**config.mk**
```make
export PLATFORM = sky130hd
export DESIGN_NAME = rr_arb_mux
export DESIGN_NICKNAME = d
export VERILOG_FILES = /design/src/rtl/rr_arb_mux.sv
export SDC_FILE = /design/constraint.sdc
export NUM_CORES = 1
export LEC_CHECK = 0
export ABC_AREA = 1
export BUFFER_PORTS_ARGS = -buffer_cell sky130_fd_sc_hd__buf_2
export CAP_MARGIN = 15
export CELL_PAD_IN_SITES_DETAIL_PLACEMENT = 1
export CELL_PAD_IN_SITES_GLOBAL_PLACEMENT = 1
export CORE_MARGIN = 1.5
export CORE_UTILIZATION = 34
export DETAILED_ROUTE_END_ITERATION = 12
export GPL_ROUTABILITY_DRIVEN = 0
export GPL_TIMING_DRIVEN = 0
export PLACE_DENSITY_LB_ADDON = 0.12
export SLEW_MARGIN = 0
export SYNTH_ARGS = -nofsm -noshare
export SYNTH_HDL_FRONTEND = slang
export SYNTH_SLANG_ARGS = --single-unit
```
**constraint.sdc**
```tcl
create_clock -name clk -period 4.7 [get_ports clk]
set_clock_uncertainty 0.05 [all_clocks]
set_input_delay 0.47 -clock clk [delete_from_list [all_inputs] [get_ports clk]]
set_output_delay 0.47 -clock clk [all_outputs]
set_load 0.02 [all_outputs]
```
**src/rtl/rr_arb_mux.sv**
```systemverilog
// N-channel valid/ready arbitrated multiplexer with one registered output stage.
// Round-robin (RR=1) or fixed lowest-index priority (RR=0) selection.
module rr_arb_mux #(
  parameter  int unsigned WIDTH = 8,
  parameter  int unsigned N     = 4,
  parameter  int unsigned RR    = 1,
  localparam int unsigned SELW  = $clog2(N)
) (
  input  logic                 clk,
  input  logic                 rst_n,
  input  logic [N*WIDTH-1:0]   in_data,
  input  logic [N-1:0]         in_valid,
  output logic [N-1:0]         in_ready,
  output logic [WIDTH-1:0]     out_data,
  output logic [SELW-1:0]      out_sel,
  output logic                 out_valid,
  input  logic                 out_ready
);

  logic [WIDTH-1:0] words [N];
  logic [SELW-1:0]  ptr;
  logic [SELW-1:0]  search_base;
  logic [SELW-1:0]  gnt_idx;
  logic [SELW-1:0]  ptr_nxt;
  logic [N-1:0]     grant;
  logic             load_en;
  logic             any_valid;
  logic             take;

  for (genvar gi = 0; gi < N; gi++) begin : g_words
    assign words[gi] = in_data[gi*WIDTH +: WIDTH];
  end

  // First requester found when scanning upward from start, wrapping modulo N.
  function automatic logic [SELW-1:0] first_from(input logic [N-1:0]    req,
                                                 input logic [SELW-1:0] start);
    logic [SELW-1:0] idx;
    logic            found;
    int unsigned     k;
    idx   = '0;
    found = 1'b0;
    for (int unsigned off = 0; off < N; off++) begin
      k = (32'(start) + off) % N;
      if (!found && req[SELW'(k)]) begin
        idx   = SELW'(k);
        found = 1'b1;
      end
    end
    return idx;
  endfunction

  assign load_en     = !out_valid || out_ready;
  assign any_valid   = |in_valid;
  assign take        = load_en && any_valid;
  assign search_base = (RR != 0) ? ptr : '0;
  assign ptr_nxt     = (gnt_idx == SELW'(N - 1)) ? '0 : gnt_idx + 1'b1;

  always_comb begin
    grant   = '0;
    gnt_idx = first_from(in_valid, search_base);
    if (take) begin
      grant[gnt_idx] = 1'b1;
    end
  end

  // Accept is suppressed outright while reset is held.
  assign in_ready = grant & {N{rst_n}};

  always_ff @(posedge clk or negedge rst_n) begin
    if (!rst_n) begin
      out_valid <= 1'b0;
      out_data  <= '0;
      out_sel   <= '0;
      ptr       <= '0;
    end else if (load_en) begin
      if (any_valid) begin
        out_valid <= 1'b1;
        out_data  <= words[gnt_idx];
        out_sel   <= gnt_idx;
        if (RR != 0) begin
          ptr <= ptr_nxt;
        end
      end else begin
        out_valid <= 1'b0;
      end
    end
  end

endmodule
```
==> impl_metrics.tcl, run 1 <==
set metrics [dict create \
    tns_ns 0 \
    critical_path_class "reg2out" \
    clock_tree.root_cell "clkbuf_8" \
    ctsHoldBuffers 0 \
    antenna_cells 0 \
    synth_top_area_frac 0.248 \
    synthXorXnorAreaFrac 0 \
    vias 1481 \
    synth_seq_area_share 0.248 \
    ff2ff_path_depth 14 \
    rows 22 \
    io_buffer_count 53 \
    final_area_um2 1680 \
    yosysTopAreaCell "dfrtp_1" \
    grt_pass1_wl_mm 6.38 \
    grt_pass1_vias 1490 \
    p_sw_frac 0.552 \
    status "finished clean" \
    ir_drop_mv 0.303 \
    netlist_instances 214 \
    drtIter0Drc 46 \
    fin_crit_sh 0.613 \
    whs_ns 0.0591 \
    path_clk_slew_ns 0.05 \
    setup_viol 0 \
    tightestPinTransition_ns 0.497 \
    path_cells "buf_6 > inv_4 > buf_6 > nand2_2 > nand2_4 > nand2_2 > nand2_2 > nand2_1 > nand2_1 > nand3_4 > nand2_4 > buf_12 > ha_1 > nand2_1 > nor2_1 > buf_2" \
    post_cts_buffers 0 \
    maxCapViolCount 0 \
    floorplan.initialDensity 0.355 \
    p_leak_nw 1.05 \
    path_max_fanout 10 \
    clk_latency_ns 0.25 \
    layout_min_cycle_time_ns 2.88 \
    dieWidth_um 65.1 \
    synth_top_family_by_area "simple AND/OR/NAND/NOR gates" \
    cp-end-kind "output port" \
    synth_compound_area_frac 0.0325 \
    grt_max_degree 15 \
    cts-resized-gates 0 \
    place_hpwl_mm 3.10 \
    pin_count 54 \
    routed_wl_mm 3.77 \
    synthMuxAreaShare 0 \
    slew_viol_final 0 \
    slowest_stage "dfrtp_1" \
    track_usage 0.192 \
    cp_slowest_stage_delay_ns 0.37 \
    drc 0 \
    synth_cell_types 27 \
    antenna_found_initial 0 \
    arrival_ns 2.36 \
    fmax_mhz 347 \
    avgViaCountPerCell 4.64 \
    die_h_um 65.1 \
    cp-start-kind "register" \
    synthSimpleGateAreaFrac 0.532 \
    hold_viol 0 \
    htree_num_levels 1 \
    synth_warnings 0 \
    drt_pre_antenna_iters 4 \
    clockBufferDepth 2 \
    clkPwrFrac 0.075 \
    cts_tree "done" \
    wire_per_inst_um 11.8 \
    place_area_um2 1640 \
    pwr-share-comb 0.780 \
    cp.required_ns 4.18 \
    internal_power_uw 606 \
    numClockSinks 13 \
    final_antenna_net_count 0 \
    avgSynthCellArea_um2 6.12 \
    p_sw_uw 747 \
    ys_top_cells_by_area "dfrtp_1, nand2_1, nand3_1, inv_1, nand2_2" \
    syn_area_um2 1310 \
    ys_ff_latch 13 \
    max_slew_margin 0.669 \
    p_per_area_nw_per_um2 805 \
    rsz0062_at_grt "false" \
    overflow 0 \
    pwr-share-seq 0.145 \
    syn_to_final_growth_pct 28.3 \
    synth_fa_ha_area_frac 0.00955 \
    final_nets 312 \
    cts_buffers 3 \
    core-area_um2 3690 \
    fill_cells 544 \
    syn_nets 254 \
    dieArea_um2 4230 \
    min_path_type "in2async" \
    drive_above_1_share 0.332 \
]
-- synth_stat cells, drive strengths merged --
cell	number
buf	7
nand3	40
a31oi	1
o21a	1
nand4	1
dfrtp	13
clkinv	1
ha	1
nor3	2
nor4	1
o21ai	4
nand2	92
nand3b	1
inv	43
nor2	5
a21oi	1
-- placed cells by master, fill, tap and decap left out --
cell	netlist	final
inv_4	1	1
nor3_1	2	2
inv_1	41	41
dfrtp_1	13	13
ha_1	1	1
buf_12	1	1
o21a_1	1	1
nand2_2	17	17
nand2_4	2	2
nor2_4	1	1
a21oi_1	1	1
buf_6	2	2
a31oi_1	1	1
clkinv_1	1	1
nand3_4	1	1
nand3b_1	1	1
o21ai_2	1	1
nand2_1	73	73
nor4_1	1	1
nor2_1	4	4
nand3_1	37	37
nand3_2	2	2
buf_2	3	56
inv_2	1	1
nand4_4	1	1
buf_4	1	1
clkbuf_1	0	1
clkbuf_8	0	3
o21ai_0	3	3
-- routing by layer --
| layer | up-vias | track usage | part of all wire | wire, µm |
|---|---|---|---|---|
| met4 | 0 | 0.0547 | 0.012 | 44 |
| li1 | 764 | - | - | - |
| met1 | 684 | 0.209 | 0.43 | 1600 |
| met2 | 29 | 0.371 | 0.52 | 1970 |
| met5 | - | 0 | 0 | 0 |
| met3 | 4 | 0.0399 | 0.040 | 150 |
-- final cells by class --
cell class | instances | area (µm²) | share of cell area
clock buffer | 4 | 45.0 | 0.0268
timing repair buffer | 53 | 265 | 0.158
inverter | 44 | 168 | 0.0998
sequential | 13 | 325 | 0.194
multi-input combinational | 150 | 752 | 0.448
buffer | 7 | 65.1 | 0.0387
tap | 48 | 60.1 | 0.0357
-- state kept, by name, indices dropped and copies added, names as in the netlist --
register	flops
out_sel	2
out_valid	1
ptr	2
out_data	8
-- power by group through the flow --
stage	clock network [mW]	registers (mW)	logic, mW
floorplan	0	0.249	0.756
global placement	0	0.196	1.05
detailed placement	0	0.198	1.07
finish	0.101	0.196	1.06
global route	0.111	0.203	1.18
CTS	0.102	0.197	1.08
-- cells by family after synthesis --
kind of cell    after synthesis
fa+ha+maj                     1
flops                        13
compound gates                7
simple gates                142
buf+inv                      51
-- stage by stage --
step | util | std cells | total power [mW] | worst slack, ns
after floorplan | - | 214 | 1.00 | 2.23
after detailed placement | 0.443 | 315 | 1.27 | 2.05
after CTS | 0.456 | 319 | 1.38 | 1.77
after global routing | 0.456 | 319 | 1.50 | 1.62
final | 0.456 | 319 | 1.35 | 1.82
after global placement | 0.443 | 315 | 1.24 | 2.11
-- final timing paths --
path	slack (ns)	startpoint	end
max	1.82	ptr[0]$_DFFE_PN0N_	in_ready[3]
min	0.06	rst_n	out_valid$_DFFE_PN0P_
max reg2reg	2.45	ptr[0]$_DFFE_PN0N_	ptr[1]$_DFFE_PN0N_
min reg2reg	0.42	out_data[7]$_DFFE_PN0N_	out_data[7]$_DFFE_PN0N_
max in group asynchronous	4.30	rst_n	out_data[6]$_DFFE_PN0N_
min in group clk	0.41	in_valid[2]	out_valid$_DFFE_PN0P_
-- worst max-delay path: cells and delay by family (launching register included) --
family | cells | cell delay (ns)
adders and majority gates | 1 | 0.15
buffers and inverters | 5 | 0.65
DFF | 1 | 0.37
and+or+nand+nor | 10 | 0.94
Note: power is estimated with default switching activity, not from simulation.
==> run 2, diff against run 1 <==
ABC_AREA = 0   (was 1)
CORE_UTILIZATION = 29   (was 34)
clock period = 2.38 ns   (was 4.7 ns; I/O delays follow)
==> impl_metrics.tcl, run 2 <==
set metrics [dict create \
    status "finished clean" \
    max_slew_margin 0.641 \
    crit_buf_inv 3 \
    synth_warnings 0 \
    avgSynthCellArea_um2 10.2 \
    cp.required_ns 2.09 \
    ir_drop_mv 0.324 \
    mostFrequentLayoutCells "buf_2, a211oi_2, dfrtp_1" \
    path_clk_slew_ns 0.09 \
    clk_latency_ns 0.29 \
    cp_slowest_stage_delay_ns 0.42 \
    place_area_um2 1320 \
    core-area_um2 3310 \
    setup_viol 0 \
    synth_top_family_by_area "compound AO/OA/AOI/OAI gates" \
    syn_area_um2 992 \
    slowest_stage "dfrtp_1" \
    arrival_ns 2.01 \
    floorplan.initialDensity 0.300 \
    netlist_top_cells_count "a211oi_2, dfrtp_1, inv_1" \
    antenna_cells 0 \
    synth_seq_area_share 0.328 \
    critical_path_class "reg2out" \
    drive_above_1_share 0.585 \
    final_area_um2 1440 \
    maxCapViolCount 0 \
    ys_ff_latch 13 \
    netlist_instances 97 \
    synthMuxAreaShare 0.115 \
    worstSetupStartpoint "ptr[1]$_DFFE_PN0N_" \
    placed_cells 196 \
    cp-end-kind "output port" \
    fmax_mhz 436 \
    yosysTopAreaCell "dfrtp_1" \
    avgViaCountPerCell 4.75 \
    grt_max_degree 16 \
    largest_register_ff_count 8 \
    final_nets 205 \
    drtIter0Drc 22 \
    synth_edf_count 0 \
    synth.most_common_cell "a211oi_2" \
    synth_compound_area_frac 0.323 \
    final_antenna_net_count 0 \
    fin_cells 210 \
    track_usage 0.160 \
    grt_pass1_vias 1007 \
    place_hpwl_mm 2.15 \
    top_regs "out_data x8, out_sel x2, ptr x2" \
    cp.depth 8 \
    grt_pass1_wl_mm 4.37 \
    antenna_found_initial 0 \
    synthSimpleGateAreaFrac 0.129 \
    tightestPinTransition_ns 0.539 \
    final_common_cell "buf_2" \
    io_buffer_count 53 \
    syn_nets 137 \
    cp-start-kind "register" \
    path_max_fanout 10 \
    rows 21 \
    pin_count 54 \
    drc 0 \
    fin_crit_sh 0.964 \
    clockBufferDepth 2 \
    hold_viol 0 \
    overflow 0 \
    min_path_type "in2reg" \
    routed_wl_mm 2.91 \
    drt_pre_antenna_iters 3 \
    reg2reg_slack_ns 0.45 \
    htree_num_levels 1 \
    vias 997 \
    wire_per_inst_um 13.8 \
    async_flop_share 1.00 \
    syn_to_final_growth_pct 45.0 \
    dieArea_um2 3780 \
    synth_fa_ha_area_frac 0.0126 \
    r2r_end "ptr[1]$_DFFE_PN0N_" \
    path_cells "nand2b_1 > a21o_4 > and3_1 > buf_6 > buf_6 > ha_1 > and3_1 > buf_2" \
    p_per_area_nw_per_um2 890 \
    r2r_start "ptr[1]$_DFFE_PN0N_" \
    numClockSinks 13 \
    cts_buffers 3 \
    fill_cells 420 \
    ff2ff_path_depth 7 \
    die_h_um 61.5 \
    synthXorXnorAreaFrac 0 \
    synth_ff_type "dfrtp_1" \
    crit_family "simple AND/OR/NAND/NOR gates" \
    ys_top_cells_by_area "dfrtp_1, a211oi_2, mux2i_1, a31oi_1, inv_1" \
    p_leak_nw 0.689 \
    cts_tree "done" \
    synth_top_area_frac 0.328 \
    synth_cell_types 30 \
    layout_min_cycle_time_ns 2.30 \
    crit_end "in_ready[3]" \
    slew_viol_final 0 \
    clock_tree.root_cell "clkbuf_4" \
    largest_register "out_data" \
    dieWidth_um 61.5 \
    utilization 0.435 \
]
## run 2: cell types whose count changed after synthesis, moves of 3 or more
cell      before  now
nor2_1         4   10
a31oi_1        1    8
nand2_1       73    1
nand3_1       37    0
nand2_2       17    0
mux2i_1        0    8
mux2_2         0    3
inv_1         41   11
a211oi_2       0   16
## run 2: cell families after synthesis
group	Yosys count
multiplexers	11
AO/OA/AOI/OAI	32
AND/OR/NAND/NOR	24
adder cells (fa/ha/maj)	1
buffers and inverters	16
flip-flops	13
## run 2: cell type report
class / count / area, µm² / area share
plain buffers: 5 / 51.3 / 0.0357
clock buffers: 4 / 26.3 / 0.0183
inverters: 11 / 41.3 / 0.0287
multi-input cells: 68 / 594 / 0.413
flip-flops and latches: 13 / 325 / 0.226
well taps: 46 / 57.6 / 0.0400
repair buffers: 63 / 343 / 0.238
## run 2: per-layer routing
metal | wire [µm] | part of all wire | global-route usage | vias to the layer above
li1 | - | - | - | 496
met1 | 1220 | 0.42 | 0.186 | 461
met2 | 1460 | 0.50 | 0.286 | 33
met3 | 153 | 0.053 | 0.0252 | 7
met4 | 70 | 0.024 | 0.0729 | 0
met5 | 0 | 0 | 0 | -
## run 2: report_power, final
group / total (mW) / internal, mW / switching (mW)
logic: 0.773 / 0.360 / 0.414
registers: 0.361 / 0.307 / 0.0542
clock network: 0.147 / 0.0652 / 0.0813
## run 2: repair_timing
action	in CTS	in global routing
hold buffers	1	0
endpoints found under the hold margin	13	0
setup endpoints to repair	2	3
gates resized for setup	1	3
pin swaps	0	2
setup buffers	2	7
## run 2: how the worst min path moves through the flow
stage / startpoint / to / slack (ns) / cells after the start
floorplan: rst_n / out_data[0]$_DFFE_PN0N_ / -0.11 / 0
detailed placement: rst_n / out_data[2]$_DFFE_PN0N_ / 0.12 / 1
global placement: rst_n / out_data[2]$_DFFE_PN0N_ / 0.12 / 1
global route: out_ready / out_valid$_DFFE_PN0P_ / 0.09 / 2
CTS: out_ready / out_valid$_DFFE_PN0P_ / 0.10 / 2
finish: out_ready / out_valid$_DFFE_PN0P_ / 0.10 / 2
## run 2: per-stage QoR
step / TNS [ns] / hold WS (ns) / total power [mW] / setup slack, ns
2_1_floorplan: 0 / -0.108 / 0.864 / 0.166
3_3_place_gp: 0 / 0.115 / 1.05 / 0.256
3_5_place_dp: 0 / 0.117 / 1.06 / 0.287
4_1_cts: 0 / 0.101 / 1.23 / 0.00434
5_1_grt: -0.0232 / 0.0908 / 1.38 / -0.0130
6_report: 0 / 0.104 / 1.28 / 0.0845
==> run 3, diff against run 2 <==
==> constraint.sdc (replaced) <==
create_clock -name clk -period 2.38 [get_ports clk]
set_clock_uncertainty 0.05 [all_clocks]
set_input_delay 0.714 -clock clk [delete_from_list [all_inputs] [get_ports clk]]
set_output_delay 0.714 -clock clk [all_outputs]
set_load 0.02 [all_outputs]
==> impl_metrics.tcl, run 3 (same netlist as run 2, synthesis figures left out) <==
set metrics [dict create \
    critical_path_class "in2out" \
    fin_crit_sh 1.07 \
    tightestPinTransition_ns 0.573 \
    grt_pass1_wl_mm 5.09 \
    grt_pass1_vias 1101 \
    pwr-share-seq 0.252 \
    clockBufferDepth 2 \
    setup_viol 4 \
    p_leak_nw 0.767 \
    max_slew_margin 0.618 \
    cp-end-kind "output port" \
    ir_drop_mv 0.305 \
    antenna_cells 0 \
    pin_count 54 \
    numClockSinks 13 \
    floorplan.initialDensity 0.300 \
    routed_wl_mm 3.26 \
    io_buffer_count 53 \
    final_nets 210 \
    arrival_ns 1.78 \
    clkPwrFrac 0.101 \
    p_sw_uw 628 \
    grt_max_degree 16 \
    setup_ws_ns -0.165 \
    internal_power_uw 840 \
    overflow 0 \
    antenna_found_initial 0 \
    top_regs "out_data x8, out_sel x2, ptr x2" \
    core-area_um2 3310 \
    dieWidth_um 61.5 \
    cts_tree "done" \
    syn_to_final_growth_pct 68.2 \
    path_max_fanout 4 \
    clk_latency_ns 0.29 \
    drive_above_1_share 0.680 \
    die_h_um 61.5 \
    vias 1055 \
    rows 21 \
    layout_min_cycle_time_ns 2.55 \
    p_sw_frac 0.428 \
    seqCellArea_um2 327 \
    mostFrequentLayoutCells "buf_2, a211oi_2, buf_4" \
    multi_input_area_um2 698 \
    largest_register "out_data" \
    dieArea_um2 3780 \
    fill_cells 390 \
    place_area_um2 1400 \
    slew_viol_final 0 \
    final_area_um2 1670 \
    failed_checks "setup timing" \
    place_hpwl_mm 2.25 \
    whs_ns 0.214 \
    drtIter0Drc 9 \
    rsz0062_at_grt "true" \
    maxCapViolCount 0 \
    utilization 0.504 \
    path_clk_slew_ns 0.09 \
    min_path_type "in2async" \
    final_common_cell "buf_2" \
    track_usage 0.186 \
    p_total_mw 1.47 \
    drt_pre_antenna_iters 3 \
    fmax_mhz 393 \
    status "complete, but fails checks" \
    tns_ns -0.418 \
    avgViaCountPerCell 4.91 \
    cp-start-kind "input pin" \
    final_antenna_net_count 0 \
    wire_per_inst_um 15.2 \
    cts_buffers 3 \
    cp.required_ns 1.62 \
    clock_tree.root_cell "clkbuf_4" \
    drc 0 \
    pwr-share-comb 0.647 \
    p_per_area_nw_per_um2 880 \
    largest_register_ff_count 8 \
    ctsHoldBuffers 0 \
    htree_num_levels 1 \
    hold_viol 0 \
]
[run 3: changes by cell type in the layout (fill, tap and decap cells not counted), sizes merged]
cell	change
dlygate4sd3	-1
buf	+6
[run 3: path summary, 6_finish.rpt]
kind	from	to	slack (ns)	cells past startpoint
hold reg to reg	out_sel[0]$_DFFE_PN0N_	out_sel[0]$_DFFE_PN0N_	0.47	1
min in group clk	out_sel[0]$_DFFE_PN0N_	out_sel[0]$_DFFE_PN0N_	0.47	1
setup reg to reg	ptr[0]$_DFFE_PN0N_	out_data[1]$_DFFE_PN0N_	0.30	7
max in group asynchronous	rst_n	ptr[1]$_DFFE_PN0N_	1.88	1
hold / removal	rst_n	out_data[5]$_DFFE_PN0N_	0.21	1
setup / recovery	in_valid[0]	in_ready[3]	-0.17	7
[run 3: what timing repair did]
action / 4_1_cts / 5_1_grt
resized for setup: 23 / 11
setup buffers: 13 / 4
setup endpoints to repair: 4 / 4
pin swaps: 6 / 5
[run 3: final cells by class]
class / count / share of cell area
sequential: 13 / 0.196
timing repair buffer: 70 / 0.294
clock buffer: 4 / 0.0157
buffer: 3 / 0.0172
multi-input combinational: 68 / 0.418
tap: 46 / 0.0345
inverter: 11 / 0.0247
[run 3: stage by stage]
stage                     instances  setup slack (ns)
after detailed placement        196            -0.541
after CTS                       212            -0.184
final                           215            -0.165
after floorplan                  97            -0.107
after global placement          196            -0.510
after global routing            215            -0.215
[run 3: worst max-delay path: stages]
cell,delay [ns]
buf_8,0.10
and2_4,0.13
a22o_4,0.24
nor2_4,0.17
ha_4,0.16
and3_4,0.16
buf_6,0.11
[run 3: power groups by stage]
stage | combinational (mW) | clock [mW] | sequential [mW]
2_1_floorplan | 0.483 | 0 | 0.453
3_3_place_gp | 0.758 | 0 | 0.362
3_5_place_dp | 0.779 | 0 | 0.370
4_1_cts | 0.940 | 0.155 | 0.367
5_1_grt | 1.02 | 0.161 | 0.383
6_report | 0.950 | 0.149 | 0.369
[run 3: metal layers]
layer | vias to the layer above | wire [µm] | part of all wire | global-route usage
li1 | 505 | - | - | -
met1 | 515 | 1340 | 0.41 | 0.219
met2 | 30 | 1700 | 0.52 | 0.341
met3 | 5 | 157 | 0.048 | 0.0210
met4 | 0 | 59 | 0.018 | 0.0729
met5 | - | 0 | 0 | 0
